<file path="src/rtl/counter_updown_mod.sv">
// WIDTH-bit synchronous up/down counter with programmable modulus, wrap/saturate
// boundary handling, a registered terminal-event pulse and a sticky overflow flag.
module counter_updown_mod #(
  parameter int unsigned          WIDTH   = 4,
  parameter logic [WIDTH-1:0]     MAX_VAL = {WIDTH{1'b1}}
) (
  input  logic             clk,
  input  logic             reset,
  input  logic             clear,
  input  logic             load,
  input  logic [WIDTH-1:0] load_data,
  input  logic             enable,
  input  logic             up_down,
  input  logic             saturate,
  output logic [WIDTH-1:0] count,
  output logic             at_max,
  output logic             at_zero,
  output logic             tc_pulse,
  output logic             overflow
);

  localparam logic [WIDTH-1:0] ONE = 1;

  logic [WIDTH-1:0] r_count;
  logic             r_tc;
  logic             r_ovf;

  logic [WIDTH-1:0] w_count_next;
  logic             w_tc_next;
  logic             w_ovf_next;
  logic             w_at_max;
  logic             w_at_zero;
  logic [WIDTH-1:0] w_load_val;

  assign w_at_max  = (r_count == MAX_VAL);
  assign w_at_zero = (r_count == '0);

  // Out-of-range load values clamp so count can never exceed MAX_VAL.
  assign w_load_val = (load_data > MAX_VAL) ? MAX_VAL : load_data;

  always_comb begin
    w_count_next = r_count;
    w_tc_next    = 1'b0;
    w_ovf_next   = r_ovf;
    if (clear) begin
      w_count_next = '0;
      w_ovf_next   = 1'b0;
    end else if (load) begin
      w_count_next = w_load_val;
    end else if (enable) begin
      if (up_down) begin
        if (w_at_max) begin
          w_tc_next    = 1'b1;
          w_ovf_next   = 1'b1;
          w_count_next = saturate ? MAX_VAL : '0;
        end else begin
          w_count_next = r_count + ONE;
        end
      end else begin
        if (w_at_zero) begin
          w_tc_next    = 1'b1;
          w_ovf_next   = 1'b1;
          w_count_next = saturate ? '0 : MAX_VAL;
        end else begin
          w_count_next = r_count - ONE;
        end
      end
    end
  end

  always_ff @(posedge clk) begin
    if (reset) begin
      r_count <= '0;
      r_tc    <= 1'b0;
      r_ovf   <= 1'b0;
    end else begin
      r_count <= w_count_next;
      r_tc    <= w_tc_next;
      r_ovf   <= w_ovf_next;
    end
  end

  assign count    = r_count;
  assign at_max   = w_at_max;
  assign at_zero  = w_at_zero;
  assign tc_pulse = r_tc;
  assign overflow = r_ovf;

endmodule

</file>
<file path="config.mk">
export PLATFORM = sky130hd
export DESIGN_NAME = counter_updown_mod
export DESIGN_NICKNAME = d
export VERILOG_FILES = /design/src/rtl/counter_updown_mod.sv
export SDC_FILE = /design/constraint.sdc
export NUM_CORES = 1
export LEC_CHECK = 0
export BUFFER_PORTS_ARGS = -buffer_cell sky130_fd_sc_hd__buf_2
export CAP_MARGIN = 30
export CORE_AREA = 2 2 39 41
export CTS_BUF_LIST = sky130_fd_sc_hd__clkbuf_4 sky130_fd_sc_hd__clkbuf_8 sky130_fd_sc_hd__clkbuf_16
export DETAILED_ROUTE_END_ITERATION = 8
export DIE_AREA = 0 0 41 43
export GPL_TIMING_DRIVEN = 0
export HOLD_SLACK_MARGIN = 0.12
export PLACE_DENSITY_LB_ADDON = 0.3
export SKIP_LAST_GASP = 1
export SYNTH_ARGS = -nofsm -noshare
export SYNTH_HDL_FRONTEND = slang
export SYNTH_SLANG_ARGS = --single-unit
</file>
<file path="constraint.sdc">
create_clock -name clk -period 2.1 [get_ports clk]
set_input_delay 0.105 -clock clk [delete_from_list [all_inputs] [get_ports clk]]
set_output_delay 0.105 -clock clk [all_outputs]
set_load 0.03 [all_outputs]
</file>
[Word level (Yosys, flattened, before mapping)]
Index checks and enable logic that the tools add are counted.
Operators by class
  add/sub/neg operators: 2
  magnitude comparators: 1
  eq/ne operators: 2
  muxes and demuxes: 14
  bitwise logic cells: 2
  reductions and logical operators: 6
Operators with widths (count)
  4-bit 2-to-1 mux: 8
  1-bit 2-to-1 mux: 6
  4-bit by 1-bit adder with 4-bit output (second input constant): 1
  4-bit == test (second input constant): 1
  4-bit > comparator (second input constant): 1
  4-bit zero test: 1
  4-bit AND reduction: 1
  2-bit nonzero test: 2
  4-bit OR reduction: 1
  4-bit by 1-bit subtractor with 4-bit output (second input constant): 1
  2-bit by 1-bit != test with 1-bit output (second input constant): 1
  1-bit NOT: 2
  2-bit OR reduction: 1
Storage, ports and cells
  register bits after elaboration: 6
  bits of input ports: 11
  logic and storage cells: 30

[Longest topological paths before layout]
  depth in word-level cells: 5
  mapped depth: 6

[Worst setup path after synthesis]
Ideal clock, no wire load.
  path kind: register -> register
  from: register r_count[0] (netlist: count[0])
  to: register r_count[1] (netlist: count[1])
  library setup time: 127 ps
  arrival: 1931 ps
  required time: 1973 ps
  slack: 42 ps
  stages on the path, launching flop included: 7
  buffers on the path: 0
  period minus slack after synthesis: 2058 ps
  cells stage by stage: dfxtp_1 > inv_1 > ha_1 > nor3b_1 > nor2_1 > o31ai_1 > o22ai_1
On the way
  longest elaborated chain between the ends: 5
  elaborated cells between the ends (all ways): 9
  those cells by class: add/sub: 2; eq/ne: 1; mux: 5; reduce/logical: 1
Ends and longest elaborated chain
  start: declaration: line 24  | logic [WIDTH-1:0] r_count;
  start signal: assignment: line 77  | r_count <= w_count_next;
  4-bit zero test: line 36  | assign w_at_zero = (r_count == '0);
  net at_zero: line 17  | output logic at_zero,
  4-bit 2-to-1 mux: line 60  | if (w_at_zero) begin
  4-bit 2-to-1 mux: line 51  | if (up_down) begin
  4-bit 2-to-1 mux: line 50  | end else if (enable) begin
  4-bit 2-to-1 mux: line 48  | end else if (load) begin
The timed path passes the listed nets, and every way through them passes these cells. The select of a mux whose other input is x is not followed.
A chain may end at the register's enable or synchronous reset.

[Final worst setup path]
  from: register r_count[0] (netlist: count[0])
  to: register r_count[0] (netlist: count[0])
On the way
  longest elaborated chain between the ends: 5
  elaborated cells between the ends (all ways): 9
  those cells by class: add/sub: 2; eq/ne: 1; mux: 5; reduce/logical: 1
Ends and longest elaborated chain
  4-bit by 1-bit subtractor with 4-bit output (tied with other cells): line 65  | w_count_next = r_count - ONE;
  4-bit 2-to-1 mux (on tied branches): line 60, 52
  4-bit 2-to-1 mux (*): line 51
  4-bit 2-to-1 mux (*): line 50
  4-bit 2-to-1 mux (*): line 48
Every way passes the cells marked *; elsewhere a longest branch is shown, timed or not. The select of a mux whose other input is x is not followed.

==> flow_summary.toml <==
[run_status]
run_status = "complete, no violations"

[yosys]
synth.avg_cell_area_um2 = 7.969
syn-cell-area_um2 = 518.0
synth_ff_type = "dfxtp_1"
synthTopCellsByArea = "dfxtp_1 (23%), nor4b_2 (8.7%), ha_1 (4.8%)"
async_reset_ff_frac = 0
synth_area_leader_cell = "dfxtp_1"
synth_top_area_share = 0.2319
ys_ff_latch = 6
synth_edf_count = 0
synth_common_cells = "dfxtp_1 (6), inv_1 (6), nor2_1 (5), a21oi_1 (4)"
yosysWarningCount = 0
seq_area_frac_synth = 0.2319
synth_cell_types = 32
syn_inst = 65
syn_nets = 78

[critical_path]
cp_max_fo = 7
rrSetupSlack_ns = 0.25
reg2regPathDepth = 6
cp-end-kind = "flip-flop"
worstPathRequired_ns = 2.28
reg2reg_to = "count[0]"
path_class = "reg2reg"
arrival_ns = 2.03
cp-start-kind = "flip-flop"
r2r_start = "count[0]"

[drt]
wl_per_cell_um = 11.67
met1_length_um = 585
met3WireLength_um = 38
dr_wl_met2_um = 569
routed_wl_um = 1214
drtIter0Drc = 2
drt.antenna.violating_nets = 0
num_vias = 550
first_pass_iters = 2
top_layer_used = "met4"
drc = 0
routed_via_density = 5.288

[hold_path]
min_from = "load_data[1]"
worstHoldEndpoint = "count[1]"
holdPathStages = 3
hold_path.class = "in2reg"

[pwr]
p_leak_nw = 0.3230
max-vdd-ir-drop_v = 0.0002911
p_per_area_mw_per_mm2 = 494.7

[timing]
final-hold-violation-count = 0
fin_tns_setup_ns = 0
fin_worst_skew_ns = 0.0002841
setup_viol = 0
fin_crit_sh = 0.8797
whs_ns = 0.1351
worst_pin_slew_ns = 0.3809
max_freq_mhz = 541.3
maxSlewViolCount = 0
maxSlewHeadroom = 0.7461
rsz0062_at_grt = "no"
fin_crit_ns = 1.847

[flow_run]
maxCapViolCount = 0

[floorplan]
die_w_um = 41
dieHeight_um = 43
num_io_pins = 19
die_area_mm2 = 0.001763
initial_core_util = 0.3743
core_mm2 = 0.001384
num_rows = 14

[cts]
cts_resized = 0
cts_buffers = 3
clk_latency_ns = 0.25
htree_levels = 1
cts_root_buf = "clkbuf_4"
clk_pin_slew_ns = 0.04
clockBufferDepth = 2
cts_sinks = 6
tritoncts = "yes"

[placed_design]
gp_congestion = 0.7876
hpwl_um = 909.8
placed_area_um2 = 628.1
portBuffers = 18

[grt]
antenna_found_initial = 0
grt_use_total = 0.1630
grt_max_degree = 11
grt_pass1_wl_um = 1994
first_global_vias = 505
overflow = 0

[finish]
syn_to_final_growth_pct = 29.47
nets = 103
fill_cells = 140
diodes = 0
final_design_area_no_fill_um2 = 670.6
fin_util = 0.4846
drive_above_1_share = 0.3295
-- worst max-delay path, stage by stage (launching register included) --
cell,delay [ns]
dfxtp_1,0.46
inv_1,0.10
ha_1,0.25
nor4b_2,0.18
a211o_1,0.30
a311o_1,0.34
a21oi_1,0.14
-- stage by stage --
stage / setup slack [ns] / instances / total power [mW]
floorplan: 0.04169 / 65 / 0.1938
global placement: 0.2732 / 99 / 0.2220
detailed placement: 0.2526 / 99 / 0.2236
CTS: 0.2467 / 104 / 0.3353
global route: 0.08909 / 104 / 0.3510
finish: 0.2525 / 104 / 0.3317
-- power by group --
part	total, mW	switching, mW	internal [mW]
combinational	0.0997	0.0562	0.0435
clock	0.108	0.0428	0.0647
sequential	0.125	0.00591	0.119
-- metal layers --
layer / vias to the layer above / track usage
met5: - / 0
met4: 0 / 0.1000
met3: 2 / 0.01571
met2: 10 / 0.2469
met1: 243 / 0.2104
li1: 295 / -
-- sequential cells by signal (all words and copies together) (netlist names) --
register,count
count,4
overflow,1
tc_pulse,1
-- how the worst max path moves through the flow --
stage | from | to | slack, ns | cells past startpoint
2_1_floorplan | count[0] | count[1] | 0.04 | 6
3_3_place_gp | count[0] | count[0] | 0.27 | 6
3_5_place_dp | count[0] | count[0] | 0.25 | 6
4_1_cts | count[0] | count[0] | 0.25 | 6
5_1_grt | count[0] | count[0] | 0.09 | 6
6_report | count[0] | count[0] | 0.25 | 6
-- final cells by class --
cell class / instances / area (um^2) / share of cell area
multi-input cells: 48 / 350.3 / 0.5224
flip-flops and latches: 6 / 120.1 / 0.1791
repair buffers: 20 / 110.1 / 0.1642
plain buffers: 5 / 25.02 / 0.03731
clock buffers: 3 / 22.52 / 0.03358
inverters: 6 / 22.52 / 0.03358
well taps: 16 / 20.02 / 0.02985
-- cells in the final DEF (no fill, tap or decap), types with 2 or more instances in the layout --
cell	n
clkbuf_4	3
nor4b_2	3
a221oi_1	2
inv_1	6
o31ai_1	2
a21oi_1	4
mux2i_1	2
dlygate4sd3_1	2
buf_2	20
a211o_1	2
a21o_1	2
nand2_1	3
dfxtp_1	6
nor2_1	5
o21ai_0	3
nor3b_1	2
ha_1	2
clkbuf_1	2
o211ai_1	2
-- kinds of logic after synthesis --
family | Yosys count | synth area share
flops | 6 | 0.2319
simple gates | 22 | 0.2923
fa+ha+maj | 2 | 0.04830
buf+inv | 11 | 0.09180
mux | 2 | 0.03865
compound gates | 22 | 0.2971
-- what timing repair did --
item / in CTS / in global routing
endpoints found under the hold margin: 2 / 0
hold buffers: 2 / 0
buffers inserted: 0 / 0
No activity file was read; power rests on OpenSTA's default activity.
